==> src/rtl/onehot_decoder_pkg.sv <==
// Shared sizing for the one-hot decoder: index/output widths, FIFO depth and counter width.
package onehot_decoder_pkg;

   localparam int IDX_W_DEF  = 3;
   localparam int OUT_W_DEF  = 8;
   localparam int FIFO_DEPTH = 2;
   localparam int CNT_W      = 16;

   typedef logic [CNT_W-1:0] cnt_t;

   // Occupancy of the two-slot buffer; FIFO_DEPTH is the count held in OCC_FULL.
   typedef enum logic [1:0] {
      OCC_EMPTY = 2'd0,
      OCC_ONE   = 2'd1,
      OCC_FULL  = 2'd2
   } occ_e;

endpackage

==> src/rtl/onehot_decoder_fifo2.sv <==
// Two-entry FIFO, no pass-through: ready depends only on registered occupancy.
module fifo2
   import onehot_decoder_pkg::*;
#(
   parameter int W = 4
) (
   input  logic         clk,
   input  logic         rst_n,
   input  logic         in_valid,
   output logic         in_ready,
   input  logic [W-1:0] in_data,
   output logic         out_valid,
   input  logic         out_ready,
   output logic [W-1:0] out_data
);

   occ_e         occ, occ_nxt;
   logic         en;
   logic         push, pop;
   logic [W-1:0] slot_head, slot_tail;

   // en keeps in_ready low through reset and releases it on the first clock after.
   always_ff @(posedge clk or negedge rst_n) begin
      if (!rst_n) begin
         occ <= OCC_EMPTY;
         en  <= 1'b0;
      end else begin
         occ <= occ_nxt;
         en  <= 1'b1;
      end
   end

   assign in_ready  = en && (occ != OCC_FULL);
   assign out_valid = (occ != OCC_EMPTY);
   assign push      = in_valid && in_ready;
   assign pop       = out_valid && out_ready;
   assign out_data  = slot_head;

   always_comb begin
      occ_nxt = occ;
      unique case (occ)
         OCC_EMPTY: if (push) occ_nxt = OCC_ONE;
         OCC_ONE: begin
            if (push && !pop)      occ_nxt = OCC_FULL;
            else if (pop && !push) occ_nxt = OCC_EMPTY;
         end
         OCC_FULL:  if (pop) occ_nxt = OCC_ONE;
         default:   occ_nxt = OCC_EMPTY;
      endcase
   end

   // Data slots carry no reset; validity is owned entirely by occ.
   always_ff @(posedge clk) begin
      unique case (occ)
         OCC_EMPTY: if (push) slot_head <= in_data;
         OCC_ONE: begin
            if (push && pop) slot_head <= in_data;
            else if (push)   slot_tail <= in_data;
         end
         OCC_FULL:  if (pop) slot_head <= slot_tail;
         default: ;
      endcase
   end

endmodule

==> src/rtl/onehot_decoder.sv <==
// Buffers encoded {idx, none} entries, emits them as one-hot vectors, and counts consumed entries.
module onehot_decoder
   import onehot_decoder_pkg::*;
#(
   parameter int IDX_W = IDX_W_DEF,
   parameter int OUT_W = OUT_W_DEF
) (
   input  logic             clk,
   input  logic             rst_n,
   input  logic             in_valid,
   output logic             in_ready,
   input  logic [IDX_W-1:0] in_idx,
   input  logic             in_none,
   output logic             out_valid,
   input  logic             out_ready,
   output logic [OUT_W-1:0] out_onehot,
   output logic [15:0]      dispatch_cnt,
   output logic [15:0]      none_cnt
);

   localparam int EW = IDX_W + 1;

   logic [EW-1:0] head;
   logic          head_none;
   logic [IDX_W-1:0] head_idx;
   logic          pop;
   cnt_t          disp_q, none_q;

   function automatic logic [OUT_W-1:0] decode(input logic [IDX_W-1:0] idx, input logic none);
      logic [OUT_W-1:0] one;
      one = {{(OUT_W-1){1'b0}}, 1'b1};
      return none ? '0 : (one << idx);
   endfunction

   fifo2 #(.W(EW)) u_fifo (
      .clk       (clk),
      .rst_n     (rst_n),
      .in_valid  (in_valid),
      .in_ready  (in_ready),
      .in_data   ({in_idx, in_none}),
      .out_valid (out_valid),
      .out_ready (out_ready),
      .out_data  (head)
   );

   assign head_none  = head[0];
   assign head_idx   = head[EW-1:1];
   assign pop        = out_valid && out_ready;
   assign out_onehot = out_valid ? decode(head_idx, head_none) : '0;

   // Counters wrap naturally at 16 bits.
   always_ff @(posedge clk or negedge rst_n) begin
      if (!rst_n) begin
         disp_q <= '0;
         none_q <= '0;
      end else if (pop) begin
         disp_q <= disp_q + 1'b1;
         if (head_none) none_q <= none_q + 1'b1;
      end
   end

   assign dispatch_cnt = disp_q;
   assign none_cnt     = none_q;

endmodule

==> config.mk <==
export PLATFORM = sky130hd
export DESIGN_NAME = onehot_decoder
export DESIGN_NICKNAME = d
export VERILOG_FILES = /design/src/rtl/onehot_decoder_pkg.sv /design/src/rtl/onehot_decoder_fifo2.sv /design/src/rtl/onehot_decoder.sv
export SDC_FILE = /design/constraint.sdc
export NUM_CORES = 1
export LEC_CHECK = 0
export ABC_AREA = 1
export BUFFER_PORTS_ARGS = -buffer_cell sky130_fd_sc_hd__buf_2
export CORE_MARGIN = 2
export CORE_UTILIZATION = 48
export CTS_CLUSTER_DIAMETER = 60
export CTS_CLUSTER_SIZE = 20
export DETAILED_ROUTE_END_ITERATION = 8
export PLACE_DENSITY = 0.81
export SLEW_MARGIN = 20
export SYNTH_ARGS = -nofsm -noshare
export SYNTH_HDL_FRONTEND = slang
export SYNTH_HIERARCHICAL = 1
export SYNTH_SLANG_ARGS = --single-unit
==> constraint.sdc <==
create_clock -name clk -period 1.3 [get_ports clk]
set_input_delay 0 -clock clk [delete_from_list [all_inputs] [get_ports clk]]
set_output_delay 0 -clock clk [all_outputs]
set_load 0.01 [all_outputs]
==> flow_summary.toml <==
[floorplan]
die_w_um = 71.0
io_pins = 50
die-area_um2 = 5040
fp.dieH_um = 71.0
initial_utilization_pct = 49.8
coreArea_um2 = 4320
rows = 24

[clock_tree]
cts_buffers = 5
cts_sinks = 43
root_buffer = "clkbuf_8"
insertion_delay_ns = 0.30
clk_path_buf_depth = 2
cts_tree = "yes"
clkTransAtPathRegs_ns = 0.08
htree_levels = 2

[power_and_ir_drop]
seq_power_share_pct = 36.9
p_comb_share_pct = 40.2
power.density_nw_per_um2 = 1580
p_leak_uw = 0.00169
cell_internal_pwr_uw = 3320
ir_drop_mv = 1.20
switching_share_pct = 34.4
p_switching_uw = 1740
power.share.clock_pct = 22.9

[run_status]
violations = "negative setup slack"
status = "finished, violations left"

[global_route]
antenna_found_initial = 0
grt_pass1_vias = 1833
grt_overflow = 0
grt_max_degree = 36
track_usage_pct = 20.5
grt_pass1_wl_mm = 8.09

[synth]
syn_area_per_cell_um2 = 8.75
syn_nets = 258
yosysWarnings = 6
ys_seq_area_share_pct = 51.9
ys_types = 25
synthCells = 246
synth_area_um2 = 2150
synth_seq_cells = 43

[timing]
min_period_ns = 1.45
fin_crit_sh_pct = 112
fin_skew_ns = 0.0116
max_clock_freq_mhz = 689
hold_viol = 0
finalSetupViolCount = 44
rsz0062_at_grt = "yes"
worst_slack_ns = -0.151
fin_setup_tns_ns = -3.53
finalMaxSlewViolations = 0

[worst_setup_path]
cp_max_fo = 4
worst-r2r-setup-slack_ns = -0.15
cp.required_ns = 1.30
cp-end-kind = "flop"
cp-start-kind = "flop"
path_class = "flop to flop"
critPathArrivalTime_ns = 1.45

[place]
place_inst = 364
port-buffer-count = 49
hpwl_mm = 3.24
gp_congestion = 0.791

[layout]
regArea_um2 = 1120
stdcell_count = 392
multi_input_area_um2 = 1150
num-nets-final = 351
diodes = 0
nFillCells = 286
area_growth_pct = 49.1
drive_gt1_share_pct = 43.5

[routing]
routed_via_density = 4.98
wl_per_cell_um = 13.4
drt_iter0_markers = 92
drc = 0
vias = 1954
totalWireLength_mm = 5.26
dr.pass1.iters = 4
ant_nets = 0

[hold_path]
holdCritPathClass = "input port to flop"

[job]
cap_violations = 0
critical path, stage by stage, from the launching register on:
cell	delay [ns]
dfrtp_1	0.41
buf_6	0.13
inv_4	0.03
nand2_4	0.07
nand3_4	0.08
inv_4	0.07
ha_2	0.17
a21oi_2	0.06
nor2_4	0.15
layout by cell type (no fill, tap or decap):
master | Yosys | layout
ha_2 | 0 | 3
nand3b_1 | 2 | 2
o21ai_2 | 0 | 1
conb_1 | 1 | 1
xnor2_1 | 15 | 11
nand3_4 | 1 | 3
buf_4 | 0 | 21
buf_6 | 0 | 11
nor2_1 | 35 | 26
inv_2 | 3 | 2
dfrtp_2 | 0 | 3
edfxtp_1 | 8 | 8
xnor2_2 | 0 | 4
buf_12 | 0 | 1
nand2_4 | 1 | 4
nor2_2 | 2 | 5
xor2_2 | 0 | 1
nand3_2 | 1 | 5
nand2_2 | 5 | 6
inv_8 | 0 | 1
bufinv_16 | 0 | 1
nand4_1 | 8 | 8
xor2_1 | 8 | 7
clkbuf_16 | 0 | 1
nand3_1 | 8 | 2
inv_1 | 32 | 28
a21oi_2 | 0 | 2
ha_4 | 0 | 1
nor3_4 | 1 | 3
o31ai_4 | 0 | 1
nor2_4 | 2 | 8
buf_2 | 0 | 48
inv_4 | 0 | 5
clkbuf_8 | 0 | 5
nor3b_2 | 0 | 1
nand2_1 | 67 | 62
nand2_8 | 0 | 1
dlygate4sd3_1 | 0 | 5
dfrtp_1 | 35 | 32
sequential cells by signal, summed over array words and instances (netlist names):
| signal | cells |
|---|---|
| dispatch_cnt | 16 |
| none_cnt | 16 |
| u_fifo/out_data | 4 |
| u_fifo/slot_tail | 4 |
| u_fifo/occ | 2 |
| u_fifo/en | 1 |
Yosys cell counts:
| master | n | area (um^2) |
|---|---|---|
| nand2_1 | 67 | 251 |
| dfrtp_1 | 35 | 876 |
| nor2_1 | 35 | 131 |
| inv_1 | 32 | 120 |
| xnor2_1 | 15 | 131 |
| edfxtp_1 | 8 | 240 |
| nand3_1 | 8 | 40.0 |
| nand4_1 | 8 | 50.1 |
| xor2_1 | 8 | 70.1 |
| nand2_2 | 5 | 31.3 |
| ha_1 | 4 | 50.1 |
| inv_2 | 3 | 11.3 |
| a21oi_1 | 2 | 10.0 |
| nand3b_1 | 2 | 15.0 |
| nor2_2 | 2 | 12.5 |
| nor2_4 | 2 | 22.5 |
| nor3_1 | 2 | 10.0 |
| conb_1 | 1 | 3.75 |
| nand2_4 | 1 | 11.3 |
| nand3_2 | 1 | 10.0 |
| nand3_4 | 1 | 17.5 |
| nor3_4 | 1 | 16.3 |
| nor3b_1 | 1 | 7.51 |
| o21ai_1 | 1 | 5.00 |
| o31ai_1 | 1 | 7.51 |
metal layers:
metal	track usage, %	vias up	wire, um
met5	0	-	0
met4	8.60	0	89
met3	5.13	11	210
met2	34.7	49	2820
met1	24.9	946	2140
li1	-	948	-
logic make-up after synthesis:
group,synth area share [%]
XOR/XNOR,9.36
other,0.174
AO/OA/AOI/OAI,1.05
flip-flops,51.9
buffers and inverters,6.10
AND/OR/NAND/NOR,29.1
adder cells (fa/ha/maj),2.33
layout make-up:
cell class	count	share of cell area [%]
Multi-Input combinational cell	168	35.9
Sequential cell	43	34.9
Timing Repair Buffer	86	18.4
Inverter	35	4.64
Clock buffer	6	2.92
Tap cell	52	2.03
Clock inverter	2	1.13
repair_timing:
| action | in CTS | in global routing |
|---|---|---|
| pin swaps | 15 | 24 |
| endpoints found under the setup margin | 30 | 54 |
| resized for setup | 19 | 49 |
| hold buffers | 5 | 0 |
| hold endpoints to repair | 40 | 0 |
| setup buffers | 9 | 6 |
power by group through the flow:
stage	registers [uW]	clock network (uW)	logic (uW)
floorplan	1920	0	664
global placement	1840	0	1310
detailed placement	1850	0	1360
CTS	1820	1180	1640
global route	1910	1250	2190
finish	1870	1160	2040
through the flow:
stage          hold WS [ns]  instance area [um^2]  setup WS (ns)  power, uW  utilization, %
6_report              0.207                  3210         -0.151       5060            74.2
5_1_grt               0.216                  3210         -0.197       5350            74.2
4_1_cts              0.0852                  2960         -0.127       4640            68.4
3_5_place_dp         0.0637                  2620        -0.0924       3200            60.6
3_3_place_gp         0.0588                  2620        -0.0157       3150            60.6
2_1_floorplan        -0.296                  2180        -0.0187       2580               -
worst paths after layout:
kind                                              start                            to  cells after the start
setup / recovery              u_fifo/occ[0]$_DFFE_PN0P_  u_fifo/out_data[1]$_DFFE_PP_                      8
hold / removal                                 in_valid     u_fifo/occ[1]$_DFFE_PN0P_                      5
setup reg to reg              u_fifo/occ[0]$_DFFE_PN0P_  u_fifo/out_data[1]$_DFFE_PP_                      8
hold reg to reg            dispatch_cnt[15]$_DFFE_PN0P_  dispatch_cnt[15]$_DFFE_PN0P_                      1
max in group asynchronous                         rst_n     u_fifo/occ[1]$_DFFE_PN0P_                      3
min in group asynchronous                         rst_n      none_cnt[11]$_DFFE_PN0P_                      3
Note: power is estimated with default switching activity, not from simulation.
